## src/rtl/elastic_pipe_register_2d.sv

```systemverilog
`default_nettype none
// ============================================================================
//  Module      : elastic_pipe_register_2d
//  Description : Multi-stage, multi-lane elastic pipeline register with a
//                valid/ready handshake, per-lane mask, bubble collapsing,
//                synchronous flush and an occupancy count. The optional skid
//                register ahead of stage 0 is enabled by defining the macro
//                ELASTIC_PIPE_SKID_EN. With the skid, in_ready has no
//                combinational path from out_ready.
//  Revision    : 1.0 - initial release
// ============================================================================
module elastic_pipe_register_2d #(
    parameter int DATAW       = 4,
    parameter int ARRAY_DEPTH = 4,
    parameter int NUM_STAGES  = 2,
    parameter int CNTW        = $clog2(NUM_STAGES + 2)
) (
    input  logic                   clk,
    input  logic                   reset,
    input  logic                   flush,
    input  logic                   in_valid,
    output logic                   in_ready,
    input  logic [DATAW-1:0]       in_data [ARRAY_DEPTH-1:0],
    input  logic [ARRAY_DEPTH-1:0] in_mask,
    output logic                   out_valid,
    input  logic                   out_ready,
    output logic [DATAW-1:0]       out_data [ARRAY_DEPTH-1:0],
    output logic [ARRAY_DEPTH-1:0] out_mask,
    output logic [CNTW-1:0]        occupancy
);

    localparam int LAST = NUM_STAGES - 1;

    // Per-stage state
    logic [NUM_STAGES-1:0]  v;
    logic [ARRAY_DEPTH-1:0] mask_q [NUM_STAGES-1:0];
    logic [DATAW-1:0]       data_q [NUM_STAGES-1:0][ARRAY_DEPTH-1:0];
    logic [CNTW-1:0]        occ_q;

    // Handshake / movement terms
    logic [NUM_STAGES-1:0]  adv;
    logic [NUM_STAGES-1:0]  load_ok;
    logic                   accept;
    logic                   out_fire;

    // Word presented to stage 0 (from the input, or from the skid if present)
    logic                   stage0_load;
    logic [ARRAY_DEPTH-1:0] src_mask;
    logic [DATAW-1:0]       src_data [ARRAY_DEPTH-1:0];
    logic [DATAW-1:0]       in_masked [ARRAY_DEPTH-1:0];

    // Masked-off lanes are stored as zero so the downstream never sees stale lane data
    always_comb begin
        for (int l = 0; l < ARRAY_DEPTH; l++) begin
            in_masked[l] = in_mask[l] ? in_data[l] : '0;
        end
    end

    // Advance chain from the output backwards: a stage moves when the next one frees up
    always_comb begin
        adv       = '0;
        adv[LAST] = v[LAST] && out_ready;
        for (int s = LAST - 1; s >= 0; s--) begin
            adv[s] = v[s] && (!v[s+1] || adv[s+1]);
        end
    end

    assign load_ok  = ~v | adv;
    assign out_fire = v[LAST] && out_ready;

`ifdef ELASTIC_PIPE_SKID_EN
    logic                   skid_v;
    logic [ARRAY_DEPTH-1:0] skid_mask;
    logic [DATAW-1:0]       skid_data [ARRAY_DEPTH-1:0];

    // Ready depends only on the registered skid flag (plus flush/reset)
    assign in_ready = !reset && !flush && !skid_v;
    assign accept   = in_valid && in_ready;

    // The skid entry, when present, has priority into stage 0 over new input
    always_comb begin
        stage0_load = !flush && load_ok[0] && (skid_v || accept);
        src_mask    = skid_v ? skid_mask : in_mask;
        for (int l = 0; l < ARRAY_DEPTH; l++) begin
            src_data[l] = skid_v ? skid_data[l] : in_masked[l];
        end
    end

    // Skid register: catches a word accepted while stage 0 cannot take it
    always_ff @(posedge clk) begin
        if (reset) begin
            skid_v    <= 1'b0;
            skid_mask <= '0;
            for (int l = 0; l < ARRAY_DEPTH; l++) begin
                skid_data[l] <= '0;
            end
        end else if (flush) begin
            skid_v <= 1'b0;
        end else if (skid_v) begin
            if (load_ok[0]) begin
                skid_v <= 1'b0;
            end
        end else if (accept && !load_ok[0]) begin
            skid_v    <= 1'b1;
            skid_mask <= in_mask;
            for (int l = 0; l < ARRAY_DEPTH; l++) begin
                skid_data[l] <= in_masked[l];
            end
        end
    end
`else
    // Without the skid, ready follows stage 0's ability to load this cycle
    assign in_ready = !reset && !flush && load_ok[0];
    assign accept   = in_valid && in_ready;

    // Stage 0 is fed straight from the (masked) input
    always_comb begin
        stage0_load = accept;
        src_mask    = in_mask;
        for (int l = 0; l < ARRAY_DEPTH; l++) begin
            src_data[l] = in_masked[l];
        end
    end
`endif

    // Pipeline stages and occupancy; flush clears valids only, data registers hold
    always_ff @(posedge clk) begin
        if (reset) begin
            v     <= '0;
            occ_q <= '0;
            for (int s = 0; s < NUM_STAGES; s++) begin
                mask_q[s] <= '0;
                for (int l = 0; l < ARRAY_DEPTH; l++) begin
                    data_q[s][l] <= '0;
                end
            end
        end else if (flush) begin
            v     <= '0;
            occ_q <= '0;
        end else begin
            if (stage0_load) begin
                v[0]      <= 1'b1;
                mask_q[0] <= src_mask;
                for (int l = 0; l < ARRAY_DEPTH; l++) begin
                    data_q[0][l] <= src_data[l];
                end
            end else if (adv[0]) begin
                v[0] <= 1'b0;
            end
            for (int s = 1; s < NUM_STAGES; s++) begin
                if (adv[s-1]) begin
                    v[s]      <= 1'b1;
                    mask_q[s] <= mask_q[s-1];
                    for (int l = 0; l < ARRAY_DEPTH; l++) begin
                        data_q[s][l] <= data_q[s-1][l];
                    end
                end else if (adv[s]) begin
                    v[s] <= 1'b0;
                end
            end
            occ_q <= occ_q + CNTW'(accept) - CNTW'(out_fire);
        end
    end

    // Last stage drives the output ports
    always_comb begin
        out_valid = v[LAST];
        out_mask  = mask_q[LAST];
        for (int l = 0; l < ARRAY_DEPTH; l++) begin
            out_data[l] = data_q[LAST][l];
        end
    end

    assign occupancy = occ_q;

endmodule
`default_nettype wire

```

## config.mk

```make
export PLATFORM = sky130hd
export DESIGN_NAME = elastic_pipe_register_2d
export DESIGN_NICKNAME = d
export VERILOG_FILES = /design/src/rtl/elastic_pipe_register_2d.sv
export SDC_FILE = /design/constraint.sdc
export NUM_CORES = 1
export LEC_CHECK = 0
export ABC_AREA = 1
export CORE_MARGIN = 2
export CORE_UTILIZATION = 50
export CTS_CLUSTER_DIAMETER = 100
export DETAILED_ROUTE_END_ITERATION = 12
export DONT_BUFFER_PORTS = 1
export GPL_TIMING_DRIVEN = 1
export PLACE_DENSITY = 0.74
export SLEW_MARGIN = 20
export SYNTH_ARGS = -nofsm -noshare
export SYNTH_HDL_FRONTEND = slang
export SYNTH_SLANG_ARGS = --single-unit
export TNS_END_PERCENT = 50
```

## constraint.sdc

```tcl
create_clock -name clk -period 2.8 [get_ports clk]
set_input_delay 0.14 -clock clk [delete_from_list [all_inputs] [get_ports clk]]
set_output_delay 0.14 -clock clk [all_outputs]
set_load 0.005 [all_outputs]
```

# Word-level counts from Yosys, hierarchy flattened
# Memories as Yosys holds them, arrays and structs flattened.
# Cells that the tools add are included.
# classes
addsub	2
bitwise	12
mux	28
reduce_logical	12
# op_table
operator	count
$mux W4	14
$mux W1	14
$or A1 B1 Y1	11
$logic_and A1 B1 Y1	5
$reduce_bool A2 Y1	2
$logic_not A1 Y1	3
$add A2 B1 Y2	1
$reduce_or A2 Y1	1
$sub A2 B1 Y2	1
$logic_or A1 B1 Y1	1
$not A1 Y1	1
# word_totals
register_bits	4
wordCells	59
inputBits	25
ramBits	40
n_memories	2
# mem_list
memory	depth	width	rd	rd_ports_with_merged_regs	wr	line	source
data_q	2	16	2	0	2	37	logic [DATAW-1:0] data_q [NUM_STAGES-1:0][ARRAY_DEPTH-1:0];
mask_q	2	4	2	0	2	36	logic [ARRAY_DEPTH-1:0] mask_q [NUM_STAGES-1:0];

# Longest topological paths before layout
# Gate-level depths: netlist (run 1).
# logic_depth
depth_word	11
ltp_mapped	9

# Worst setup path after synthesis (run 1)
# OpenSTA, ideal clock, no wires.
# synth_path
path_kind	flip-flop to flip-flop
start	reg v[0]
end	reg occ_q[1], in the netlist occupancy[1]
arrival_time_ns	1.392
setup_time_ns	0.116
path_stages_with_launch	9
slack_ns	1.293
t_required_ns	2.684
synth_period_minus_slack_ns	1.507
n_path_buf	0
cell_sequence	dfxtp_1 -> nand3_2 -> nand3_4 -> ha_1 -> inv_1 -> ha_1 -> xor2_1 -> o21ai_0 -> nor2_1
# synth_via
elab_chain_cells	6
word_cells_on_any_way	7
classes_between	add/sub (2); bitwise (2); reduce/logical (3)
# synth_rtl
item	line	source
start: declaration	35	logic [NUM_STAGES-1:0] v;
start signal: assignment	129	v <= '0;
start signal: assignment	138	v <= '0;
start signal: assignment	142	v[0] <= 1'b1;
$logic_and A1 B1 Y1 / $not A1 Y1 (equally long branches)	64, 68	
$or A1 B1 Y1 (*)	68	assign load_ok = ~v | adv;
$logic_and A1 B1 Y1 (*)	113	assign in_ready = !reset && !flush && load_ok[0];
$logic_and A1 B1 Y1 (*)	114	assign accept = in_valid && in_ready;
$add A2 B1 Y2 (*)	161	occ_q <= occ_q + CNTW'(accept) - CNTW'(out_fire);
$sub A2 B1 Y2 (*)	161	
end signal: assignment	161	
end: declaration	38	logic [CNTW-1:0] occ_q;
# Mark *: on every way between the ends. The rest lies on a longest branch, timed or not.
# A chain may end at the register's enable or synchronous reset.

# Worst setup path in the final report (run 1)
# layout_path
start	reg v[1]
end	reg occ_q[1], in the netlist occupancy[1]
# layout_via
elab_chain_cells	8
word_cells_on_any_way	9
classes_between	add/sub (2); bitwise (1); reduce/logical (6)
# layout_rtl
item	line	source
start signal: assignment	129	
start signal: assignment	138	
start signal: indexed assignment	152	v[s] <= 1'b1;
$logic_not A1 Y1 / $logic_and A1 B1 Y1 (equally long branches)	64, 62, 69	
$logic_or A1 B1 Y1	64	adv[s] = v[s] && (!v[s+1] || adv[s+1]);
$logic_and A1 B1 Y1	64	
$or A1 B1 Y1	68	
$logic_and A1 B1 Y1	113	
$logic_and A1 B1 Y1	114	
$add A2 B1 Y2	161	
$sub A2 B1 Y2 (*)	161	
# Marks and branches as above.

==> results.txt, run 1 <==
CTS tree: yes
Place WS: 1.15 ns
Fin nets: 187
Final hold vios: 0
Fmax: 599 MHz
Antenna Nets Post-Route: 0
EDFF count, synth: 40
Post-Route Setup TNS: 0 ns
Worst-path clk slew: 0.08 ns
CP Launch Type: flip-flop
P&R area growth vs syn: 6.82%
RSZ-0062 raised after global routing: no
DIE AREA: 4210 µm²
TritonCTS Buffers: 5
Final Cell Area: 1980 µm²
Clk pwr share: 36.3%
VDD IR max: 0.000209 V
DRT iter0 DRCs: 81
Share of cells above drive strength 1: 12.4%
Cell family with most CP delay: adder cells
I/O Pins: 49
Final Critical Period: 1.67 ns
Antenna violations before repair: 0
Row Count: 22
Vias in the first global route: 902
Top-count cell post-synth: inv_1
Final period util: 59.6%
Area of the mapped netlist: 1850 µm²
Final Wtd Congestion: 0.692
Overall Global Routing Usage: 13.5%
Post-synthesis cell type count: 19
Synth cell count leaders: inv_1, edfxtp_1, nor2_1
GRT overflow: 0
Hold Crit Class: in2reg
Drt via density: 4.51
Slew HR: 48.8%
Worst path arrival time: 1.85 ns
Die Y: 64.9 µm
WL/cell: 12.1 µm
Final Setup Violations: 0
Post-cts sizing count: 0
CP max FO: 8
Share of power burned in registers: 59.9%
HP Start: in_mask[3]
Worst Tran Pin Value: 0.766 ns
Filler cells: 304
Post-CTS Setup Inserts: 0
Mean Syn Cell Area: 11.7 µm²
CP max stage cell: dfxtp_1
WL final: 2.52 mm
Share of the synthesized area in the top cell type: 64.8%
Die W: 64.9 µm
WP data required: 2.98 ns
Syn_nets: 185
Util after Layout: 54.9%
Top post-synthesis cells by area: edfxtp_1, inv_1, nor2_1, dfxtp_1, nand2_1
Clock buffer depth: 2
Post-Synthesis Cells: 158
Synth Register Bits: 44
CP Buf/Inv Count: 1
Largest net degree at the start of global routing: 21
Int Power: 1.02 mW
Net Sw Frac: 19.1%
Post-synthesis sequential area ratio: 69.1%
Hold Crit Depth: 2
R2r setup slk: 1.13 ns
Hold Path End: mask_q[0][3]
Pre-Repair DR Iteration Count: 4
Hold buffer count at cts: 0
Yosys warns: 0
Net Sw Power: 0.243 mW
Max-cap violation count: 0
Worst flop-to-flop path endpoint: occupancy[1]
TritonCTS Sinks: 44
Final setup margin: 1.13 ns
Most frequent CP cell: ha_1
Yosys top cell by area: edfxtp_1
First-pass GRT wire length: 4.05 mm
Reg2Reg Depth: 8
Drt drc: 0
Vias: 942
Comb power frac: 3.8%
Clk Latency, worst-skew pair: 0.29 ns
Placeable Area: 3610 µm²
Crit path capture type: flip-flop
Skew final: 0.00377 ns
Ant diodes: 0
Setup CP Type: reg2reg
Slowest stage delay, CP: 0.37 ns
PD cells: 640 nW/µm²
Placement Cell Area: 1870 µm²
Ys async rst share: 0%
Static leakage: 0.892 nW
PortBufs: 0
Critical path cell sequence: nand3_2, nand3_4, ha_1, inv_1, ha_1, xor2_1, o21ai_0, nor2_1
Clock root cell: clkbuf_8
Reg2Reg Launch Point: v[1]
# H-tree levels: 2
Dominant synthesized flop cell: edfxtp_1
Post-DP HPWL: 1.88 mm
Status: finished, final reports clean
Initial core utilization: 51.4%
Max-slew violations: 0
[area by class of cell]
class / count / area (µm²) / share of cell area, %
clock inverters: 2 / 35.0 / 1.77
multi-input cells: 64 / 359 / 18.1
inverters: 45 / 171 / 8.66
clock buffers: 6 / 72.6 / 3.67
well taps: 48 / 60.1 / 3.03
flip-flops and latches: 44 / 1280 / 64.7
[through the flow]
step / hold slack, ns / total power, mW / std cells
final: 0.0431 / 1.27 / 209
after global routing: 0.0368 / 1.32 / 209
after CTS: 0.0358 / 1.28 / 209
after detailed placement: 0.336 / 0.823 / 201
after floorplan: 0.319 / 0.814 / 158
after global placement: 0.328 / 0.819 / 201
[registers in the layout (all words and copies together) (netlist names)]
register,cells
data_q,32
mask_q,8
occupancy,2
v,2
[power groups by stage]
stage	Clock, mW	Combinational, mW	Sequential, mW
final	0.461	0.0477	0.759
after detailed placement	0	0.0487	0.775
after floorplan	0	0.0432	0.770
after global routing	0.500	0.0557	0.763
after global placement	0	0.0460	0.773
after CTS	0.470	0.0490	0.760
[cell families after synthesis]
family	Yosys count	share of synthesized area [%]
AOI/OAI and AO/OA	3	0.810
adders and majority gates	2	1.35
buffers and inverters	50	11.5
and+or+nand+nor	58	16.7
xor gates and xnor gates	1	0.473
DFF	44	69.1
[layout by cell type, fill, tap and decap left out]
cell,instances
clkinv_2,1
a21oi_1,2
nand2_1,10
nor2_1,35
dfxtp_1,4
and2_1,1
inv_4,1
nand2_4,3
nand3_4,2
nand3_2,1
nand2_8,1
o21ai_0,1
edfxtp_1,40
nor2_2,4
bufinv_16,1
xor2_1,1
nor2_4,1
clkbuf_1,1
inv_1,44
ha_1,2
clkbuf_8,5
[how the worst max path moves through the flow]
stage	start	endpoint	slack, ns	depth (start not counted)
2_1_floorplan	v[0]	occupancy[1]	1.29	8
3_3_place_gp	v[1]	data_q[0][10]	1.25	3
3_5_place_dp	v[0]	data_q[0][8]	1.15	3
4_1_cts	v[0]	data_q[0][6]	1.13	3
5_1_grt	v[1]	data_q[0][2]	1.0	3
6_report	v[1]	occupancy[1]	1.13	8
[layer usage]
metal | part of all wire [%] | up-vias | global-route usage, %
li1 | - | 475 | -
met1 | 41 | 434 | 14.4
met2 | 53 | 31 | 22.6
met3 | 4.1 | 2 | 5.38
met4 | 1.5 | 0 | 7.98
met5 | 0 | - | 0
(Power assumes the default switching activity.)
==> inputs of run 2 (changes only) <==
--- a/config.mk
+++ b/config.mk
@@ -12,7 +12,7 @@
 export DETAILED_ROUTE_END_ITERATION = 12
 export DONT_BUFFER_PORTS = 1
 export GPL_TIMING_DRIVEN = 1
-export PLACE_DENSITY = 0.74
+export PLACE_DENSITY = 0.77
 export SLEW_MARGIN = 20
 export SYNTH_ARGS = -nofsm -noshare
 export SYNTH_HDL_FRONTEND = slang
==> constraint.sdc (replaced) <==
create_clock -name clk -period 1.4 [get_ports clk]
set_input_delay 0.07 -clock clk [delete_from_list [all_inputs] [get_ports clk]]
set_output_delay 0.07 -clock clk [all_outputs]
set_load 0.005 [all_outputs]
==> results.txt, run 2 (synthesis results as in run 1) <==
Final hold vios: 0 (unchanged)
Drt via density: 4.50 (-0.21%)
Fmax: 703 MHz (+17%)
VDD IR max: 0.000372 V (+78%)
Max reg flops: 32 (unchanged)
CP max FO: 4 (-4)
HP Start: in_data[6]
Final Setup Violations: 1 (+1)
Failing checks: negative setup slack
Reg2Reg Launch Point: v[1]
WL/cell: 12.6 µm (+4.7%)
First-pass GRT wire length: 4.65 mm (+15%)
Overall Global Routing Usage: 15.6% (+2.0 points)
Most common cell after layout, fill and taps aside: inv_1
Hold Crit Class: in2reg
Share of cells above drive strength 1: 18.8% (+6.4 points)
Largest net degree at the start of global routing: 16 (-24%)
Placement Cell Area: 1980 µm² (+5.6%)
Vias: 1030 (+9.3%)
Util after Layout: 61.9% (+7.0 points)
Crit path capture type: flip-flop
Slew HR: 77.3% (+29 points)
Total power: 2.61 mW (+110%)
WP data required: 1.59 ns (-1.39 ns)
Worst-path clk slew: 0.08 ns (about the same)
Pre-Repair DR Iteration Count: 4 (unchanged)
Post-DP HPWL: 2.07 mm (+9.8%)
Final period util: 102% (+42 points)
Ant diodes: 0 (unchanged)
Row Count: 22 (unchanged)
# H-tree levels: 2 (unchanged)
Die Y: 64.9 µm (unchanged)
Antenna Nets Post-Route: 0 (unchanged)
I/O Pins: 49 (unchanged)
Crit. Startpoint: v[1]
Antenna violations before repair: 0 (unchanged)
Status: finished, violations left
Drt drc: 0 (unchanged)
Clock root cell: clkbuf_8
DRT iter0 DRCs: 106 (+31%)
P&R area growth vs syn: 20.5%
Placeable Area: 3610 µm² (unchanged)
CP Launch Type: flip-flop
Initial core utilization: 51.4% (unchanged)
Post-Route Setup TNS: -0.0218 ns (-0.0218 ns)
Final setup margin: -0.0218 ns (-1.15 ns)
PD cells: 1170 nW/µm² (+82%)
Final Wtd Congestion: 0.682 (-1.5%)
WL final: 2.90 mm (+15%)
GRT overflow: 0 (unchanged)
DIE AREA: 4210 µm² (unchanged)
Top reg by flops: data_q
Skew final: 0.00423 ns (+0.000459 ns)
R2r setup slk: -0.02 ns (-1.15 ns)
Clk Latency, worst-skew pair: 0.29 ns (about the same)
Die W: 64.9 µm (unchanged)
PortBufs: 0 (unchanged)
Max-cap violation count: 0 (unchanged)
Biggest regs: data_q: 32 flops, mask_q: 8 flops
CTS tree: yes
RSZ-0062 raised after global routing: yes
Final Cell Area: 2230 µm² (+13%)
Max-slew violations: 0 (unchanged)
Final Critical Period: 1.42 ns (-0.248 ns)
Worst Tran Pin Value: 0.339 ns (-0.427 ns)
Static leakage: 0.985 nW (+10%)
Worst path arrival time: 1.61 ns (-0.24 ns)
Setup CP Type: reg2reg
TritonCTS Buffers: 5 (unchanged)
Vias in the first global route: 1050 (+16%)
Fin nets: 207 (+11%)
Clock buffer depth: 2 (unchanged)
TritonCTS Sinks: 44 (unchanged)
Highest-count cells in the layout ignoring fill and taps: inv_1, edfxtp_1, nor2_1
## run 2: cell types whose count changed in the layout (fill, tap and decap cells not counted), moves of 2 or more
cell           previous run  this run
dlygate4sd3_1             0        12
buf_4                     0         6
buf_12                    0         2
dfxtp_1                   4         2
ha_1                      2         0
ha_4                      0         2
## run 2: where the power goes
| part | internal, mW | switching [mW] |
|---|---|---|
| Sequential | 1.49 | 0.0227 |
| Combinational | 0.0671 | 0.0868 |
| Clock | 0.528 | 0.410 |
## run 2: worst max-delay path: stages (launching register included)
cell     delay (ns)
dfxtp_4        0.37
nand3_4        0.07
nand3_4        0.09
ha_4           0.28
inv_2          0.04
ha_4           0.15
xor2_2         0.14
and2_1         0.15
nor2_1         0.04
## run 2: cell type report
class	count	area, µm²
clock buffer	5	68.8
clock inverter	3	42.5
fill	270	1370
inverter	45	171
multi-input combinational	64	399
sequential	44	1290
tap	48	60.1
timing repair buffer	20	205
## run 2: metal layers
layer  track usage, %  routed length (µm)  share of wire, %  vias to the layer above
li1                 -                   -                 -                      517
met2             26.9                1560                54                       37
met3             5.38                 157               5.4                        8
met5                0                   0                 0                        -
met1             16.0                1080                37                      468
met4             9.57                  99               3.4                        0
## run 2: worst paths after layout
| path | endpoint | cells past startpoint |
|---|---|---|
| worst max register to register | occupancy[1] | 8 |
| worst min register to register | data_q[1][1] | 2 |
| worst max-delay path | occupancy[1] | 8 |
| worst min-delay path | data_q[0][6] | 2 |
## run 2: timing repair
item	4_1_cts	5_1_grt
setup endpoints to repair	1	1
hold buffers	12	0
pin swaps	4	0
setup buffers	1	0
hold endpoints to repair	12	0
gates resized for setup	3	0
## run 2: stage by stage
stage | hold WS [ns] | cells | worst slack [ns]
global route | 0.0106 | 229 | -0.0709
global placement | 0.266 | 208 | 0.0318
floorplan | 0.254 | 158 | -0.0549
finish | 0.00185 | 229 | -0.0218
detailed placement | 0.270 | 208 | -0.0669
CTS | 0.00144 | 229 | -0.0179
